==> src/rtl/serial_frame_rx.sv <==
// Serial frame receiver: start/data/parity/stop framing into an N-bit hold
// register with a VALID/ACK handshake and parity, framing and overrun flags.
module serial_frame_rx #(
  parameter int N         = 8,
  parameter bit PARITY_EN = 1'b1
) (
  input  logic         clk,
  input  logic         RESET,
  input  logic         BIT_EN,
  input  logic         S_IN,
  input  logic         DIR,
  input  logic         ACK,
  output logic [N-1:0] DATA,
  output logic         VALID,
  output logic         PAR_ERR,
  output logic         FRM_ERR,
  output logic         OVERRUN,
  output logic         BUSY
);

  localparam int CW = 5;

  typedef enum logic [1:0] {
    ST_IDLE   = 2'd0,
    ST_DATA   = 2'd1,
    ST_PARITY = 2'd2,
    ST_STOP   = 2'd3
  } state_t;

  state_t         state_r;
  state_t         state_nxt_s;
  logic [CW-1:0]  cnt_r;
  logic [N-1:0]   sr_r;
  logic           dir_r;
  logic           pbit_r;
  logic [N-1:0]   data_r;
  logic           valid_r;
  logic           par_err_r;
  logic           frm_err_r;
  logic           overrun_r;
  logic           busy_r;
  logic           start_s;
  logic           shift_s;
  logic           par_s;
  logic           stop_s;
  logic           last_bit_s;

  // Even parity over data plus parity bit; 1 means the frame is corrupt.
  function automatic logic frame_par_err(input logic [N-1:0] d, input logic p);
    return (^d) ^ p;
  endfunction

  assign last_bit_s = (cnt_r == CW'(N - 1));

  // State register.
  always_ff @(posedge clk) begin
    if (RESET) begin
      state_r <= ST_IDLE;
    end else begin
      state_r <= state_nxt_s;
    end
  end

  // Next-state logic; every transition is gated by the bit strobe.
  always_comb begin
    state_nxt_s = state_r;
    case (state_r)
      ST_IDLE: begin
        if (BIT_EN && !S_IN) state_nxt_s = ST_DATA;
        else                 state_nxt_s = ST_IDLE;
      end
      ST_DATA: begin
        if (BIT_EN && last_bit_s) state_nxt_s = PARITY_EN ? ST_PARITY : ST_STOP;
        else                      state_nxt_s = ST_DATA;
      end
      ST_PARITY: begin
        if (BIT_EN) state_nxt_s = ST_STOP;
        else        state_nxt_s = ST_PARITY;
      end
      ST_STOP: begin
        if (BIT_EN) state_nxt_s = ST_IDLE;
        else        state_nxt_s = ST_STOP;
      end
      default: state_nxt_s = ST_IDLE;
    endcase
  end

  // Per-state datapath strobes.
  always_comb begin
    start_s = 1'b0;
    shift_s = 1'b0;
    par_s   = 1'b0;
    stop_s  = 1'b0;
    case (state_r)
      ST_IDLE:   start_s = BIT_EN && !S_IN;
      ST_DATA:   shift_s = BIT_EN;
      ST_PARITY: par_s   = BIT_EN;
      ST_STOP:   stop_s  = BIT_EN;
      default:   start_s = 1'b0;
    endcase
  end

  // Shift register, bit counter and latched direction for the current frame.
  always_ff @(posedge clk) begin
    if (RESET) begin
      sr_r   <= '0;
      cnt_r  <= '0;
      dir_r  <= 1'b0;
      pbit_r <= 1'b0;
    end else if (start_s) begin
      sr_r   <= '0;
      cnt_r  <= '0;
      dir_r  <= DIR;
      pbit_r <= 1'b0;
    end else if (shift_s) begin
      sr_r  <= dir_r ? {S_IN, sr_r[N-1:1]} : {sr_r[N-2:0], S_IN};
      cnt_r <= cnt_r + CW'(1);
    end else if (par_s) begin
      pbit_r <= S_IN;
    end
  end

  // Hold register and handshake; a completion with ACK counts as a fresh load.
  always_ff @(posedge clk) begin
    if (RESET) begin
      data_r    <= '0;
      valid_r   <= 1'b0;
      par_err_r <= 1'b0;
      frm_err_r <= 1'b0;
      overrun_r <= 1'b0;
      busy_r    <= 1'b0;
    end else begin
      busy_r <= (state_nxt_s != ST_IDLE);
      if (stop_s) begin
        if (!valid_r || ACK) begin
          data_r    <= sr_r;
          par_err_r <= PARITY_EN ? frame_par_err(sr_r, pbit_r) : 1'b0;
          frm_err_r <= !S_IN;
          valid_r   <= 1'b1;
          if (ACK) overrun_r <= 1'b0;
        end else begin
          overrun_r <= 1'b1;
        end
      end else if (ACK) begin
        valid_r   <= 1'b0;
        par_err_r <= 1'b0;
        frm_err_r <= 1'b0;
        overrun_r <= 1'b0;
      end
    end
  end

  assign DATA    = data_r;
  assign VALID   = valid_r;
  assign PAR_ERR = par_err_r;
  assign FRM_ERR = frm_err_r;
  assign OVERRUN = overrun_r;
  assign BUSY    = busy_r;

endmodule
==> config.mk <==
export PLATFORM = sky130hd
export DESIGN_NAME = serial_frame_rx
export DESIGN_NICKNAME = d
export VERILOG_FILES = /design/src/rtl/serial_frame_rx.sv
export SDC_FILE = /design/constraint.sdc
export NUM_CORES = 1
export LEC_CHECK = 0
export CAP_MARGIN = 20
export CORE_MARGIN = 2
export CORE_UTILIZATION = 27
export DETAILED_ROUTE_END_ITERATION = 10
export DONT_BUFFER_PORTS = 1
export PLACE_DENSITY_LB_ADDON = 0.15
export SLEW_MARGIN = 25
export SYNTH_ARGS = -nofsm -noshare
export SYNTH_HDL_FRONTEND = slang
export SYNTH_SLANG_ARGS = --single-unit
==> constraint.sdc <==
create_clock -name clk -period 1.3 [get_ports clk]
set_clock_uncertainty 0.1 [all_clocks]
set_input_delay 0.065 -clock clk [delete_from_list [all_inputs] [get_ports clk]]
set_output_delay 0.065 -clock clk [all_outputs]
set_load 0.01 [all_outputs]
==> flow_metrics.py <==
metrics = {
    "detailed_routing": {
        "via_count": 1051,
        "wl_per_cell_um": 14.1,
        "first_pass_iters": 4,
        "drt-initial-drc-count": 48,
        "vias_per_cell": 4.78,
        "wirelength_mm": 3.11,
        "ant_nets": 0,
        "drcViolationCount": 0,
    },
    "synth": {
        "synth_warnings": 0,
        "synthCells": 137,
        "synth_cell_types": 28,
        "syn_area_mm2": 0.00131,
        "synth_seq_cells": 30,
        "syn-num-nets": 144,
        "yosysSeqAreaShare_pct": 45.9,
        "synth.avg_cell_area_um2": 9.55,
    },
    "cts": {
        "cts_num_sinks": 30,
        "cts_htree_levels": 2,
        "cts.path.max_buffers": 2,
        "cts_buffers": 5,
        "clockRootBuffer": "clkbuf_8",
        "path_clk_slew_ns": 0.07,
        "clk_latency_ns": 0.28,
        "ctsHoldBuffers": 2,
        "cts_tree": "built",
    },
    "worst_setup_path": {
        "start_kind": "flip-flop",
        "startpoint": "sr_r[3]",
        "required_ns": 1.40,
        "r2r_end": "PAR_ERR",
        "critPathArrivalTime_ns": 1.52,
        "worst-r2r-setup-slack_ns": -0.12,
        "worst_setup_path_end_kind": "flip-flop",
        "r2r_start": "sr_r[3]",
        "path_max_fanout": 2,
        "reg2regPathDepth": 4,
        "crit_type": "flip-flop to flip-flop",
    },
    "die": {
        "rows": 25,
        "start_util_pct": 27.9,
        "coreArea_mm2": 0.00469,
        "pin_count": 19,
        "die_w_um": 73.6,
        "die_height_um": 73.6,
        "die_area_mm2": 0.00542,
    },
    "sta": {
        "tightest_slew_ns": 0.254,
        "fin_ws_ns": -0.121,
        "finalMaxSlewViolations": 0,
        "whs_ns": -0.268,
        "max_freq_ghz": 0.704,
        "layout_min_cycle_time_ns": 1.42,
        "slew_headroom_pct": 83.0,
        "fin_crit_sh_pct": 109,
        "hold_viol": 30,
        "grt_setup_unrepaired": "yes",
        "finalSetupViolCount": 4,
    },
    "power": {
        "p_per_area_mw_per_mm2": 1130,
        "p_leak_nw": 0.735,
        "irDropWorstVdd_uv": 283,
    },
    "cells_and_area": {
        "drive_gt1_share_pct": 36.1,
        "fin_nets": 172,
        "diodes": 0,
        "utilization_pct": 38.5,
        "syn2layout_area_growth_pct": 38.0,
        "fillers": 477,
    },
    "run": {
        "max_cap_violations": 0,
    },
    "placed_design": {
        "io_buffers": 0,
        "place_worst_setup_slack_ns": -0.122,
        "routabilityCongestion": 0.705,
        "dp_hpwl_mm": 1.95,
    },
    "worst_hold_path": {
        "hold_class": "primary input to flip-flop",
        "hold_depth": 1,
        "hold_path_end": "state_r[1]",
        "holdCritStartpoint": "RESET",
    },
    "global_routing": {
        "first_global_vias": 1024,
        "grt_pass1_wl_mm": 4.74,
        "grt_antenna_before_repair": 0,
        "grt_max_degree": 20,
        "track_usage_pct": 11.9,
        "grt_overflow_total": 0,
    },
    "run_status": {
        "status": "finished, violations left",
        "violations": "hold timing, setup timing",
    },
}
-- metal layers --
layer  GRT usage [%]  wire length, um
met3            5.21              154
met4            6.46               40
met1            14.4             1430
met2            17.8             1490
met5               0                0
-- Yosys cell counts --
library cell / number / area [um2]
a211oi_1: 8 / 60.1
a21oi_1: 5 / 25.0
and3_1: 1 / 6.26
and3b_1: 1 / 8.76
buf_2: 4 / 20.0
buf_4: 1 / 7.51
buf_6: 1 / 11.3
clkbuf_1: 2 / 7.51
dfxtp_1: 30 / 601
ha_1: 1 / 12.5
inv_1: 2 / 7.51
mux2i_1: 18 / 180
nand2_1: 5 / 18.8
nand2_4: 1 / 11.3
nand2b_1: 2 / 12.5
nand3_1: 2 / 10.0
nand4_1: 3 / 18.8
nor2_1: 27 / 101
nor2b_1: 2 / 12.5
nor3_1: 5 / 25.0
o21ai_0: 1 / 5.00
o32a_1: 1 / 10.0
o32ai_1: 1 / 8.76
or2_4: 1 / 8.76
or3b_2: 1 / 8.76
xnor2_1: 5 / 43.8
xnor3_1: 1 / 22.5
xor2_1: 5 / 43.8
-- cell usage in the layout (no fill, tap or decap), types with 3 or more instances in the layout --
cell type,synthesis,final
clkbuf_8,0,8
a211oi_1,8,3
buf_4,1,22
xor2_1,5,5
a211oi_2,0,5
mux2i_1,18,18
dfxtp_1,30,22
nor3_1,5,4
xnor2_1,5,4
nand4_1,3,3
nand2_1,5,5
dfxtp_2,0,6
a21oi_1,5,3
nor2_1,27,27
-- report_power, final --
| part | leakage (nW) | switching, mW | internal [mW] |
|---|---|---|---|
| clock | 0.0575 | 0.353 | 0.534 |
| combinational | 0.430 | 0.0910 | 0.111 |
| sequential | 0.247 | 0.0154 | 0.935 |
| total | 0.735 | 0.460 | 1.58 |
-- per-stage QoR --
step | cells | power, mW | hold slack, ns | TNS, ns | area, um2
floorplan | 137 | 1.09 | 0.0443 | -0.0679 | 1340
global placement | 205 | 1.13 | 0.0367 | -0.236 | 1530
detailed placement | 205 | 1.13 | 0.0393 | -0.360 | 1530
CTS | 217 | 2.03 | -0.277 | -0.138 | 1690
global route | 220 | 2.15 | -0.291 | -0.526 | 1810
finish | 220 | 2.04 | -0.268 | -0.193 | 1810
-- worst max-delay path by stage --
stage | end | slack [ns] | depth (start not counted)
final | PAR_ERR | -0.12 | 4
after floorplan | PAR_ERR | -0.07 | 4
after global placement | PAR_ERR | -0.11 | 4
after CTS | PAR_ERR | -0.14 | 4
after global routing | PAR_ERR | -0.15 | 4
after detailed placement | PAR_ERR | -0.12 | 4
-- logic make-up after synthesis --
| family | synth area share [%] |
|---|---|
| AO/OA/AOI/OAI | 8.32 |
| XOR/XNOR | 8.41 |
| adder cells (fa/ha/maj) | 0.956 |
| buffers and inverters | 4.11 |
| flip-flops | 45.9 |
| multiplexers | 13.8 |
| AND/OR/NAND/NOR | 18.5 |
-- state kept, by name, indices dropped and copies added (netlist names) --
register,cells
BUSY,1
cnt_r,5
OVERRUN,1
dir_r,1
PAR_ERR,1
FRM_ERR,1
sr_r,8
DATA,8
state_r,2
VALID,1
pbit_r,1
-- critical path: stages (launching register included) --
cell and delay, ns:
dfxtp_2 0.34, xnor2_2 0.14, xnor3_1 0.41, xnor2_1 0.15, o32ai_1 0.20
-- cell type report --
type	count	area, um2	area share [%]
clock buffers	8	110	6.10
well taps	54	67.6	3.74
repair buffers	28	256	14.2
multi-input cells	98	748	41.4
flip-flops and latches	30	616	34.1
inverters	2	7.51	0.416
-- timing repair --
item,CTS,global route
resized for setup,6,15
pin swaps,3,9
buffers inserted,2,1
endpoints found under the setup margin,14,17
hold endpoints to repair,30,30
cloned,0,2
Note: power is estimated with default switching activity, not from simulation.
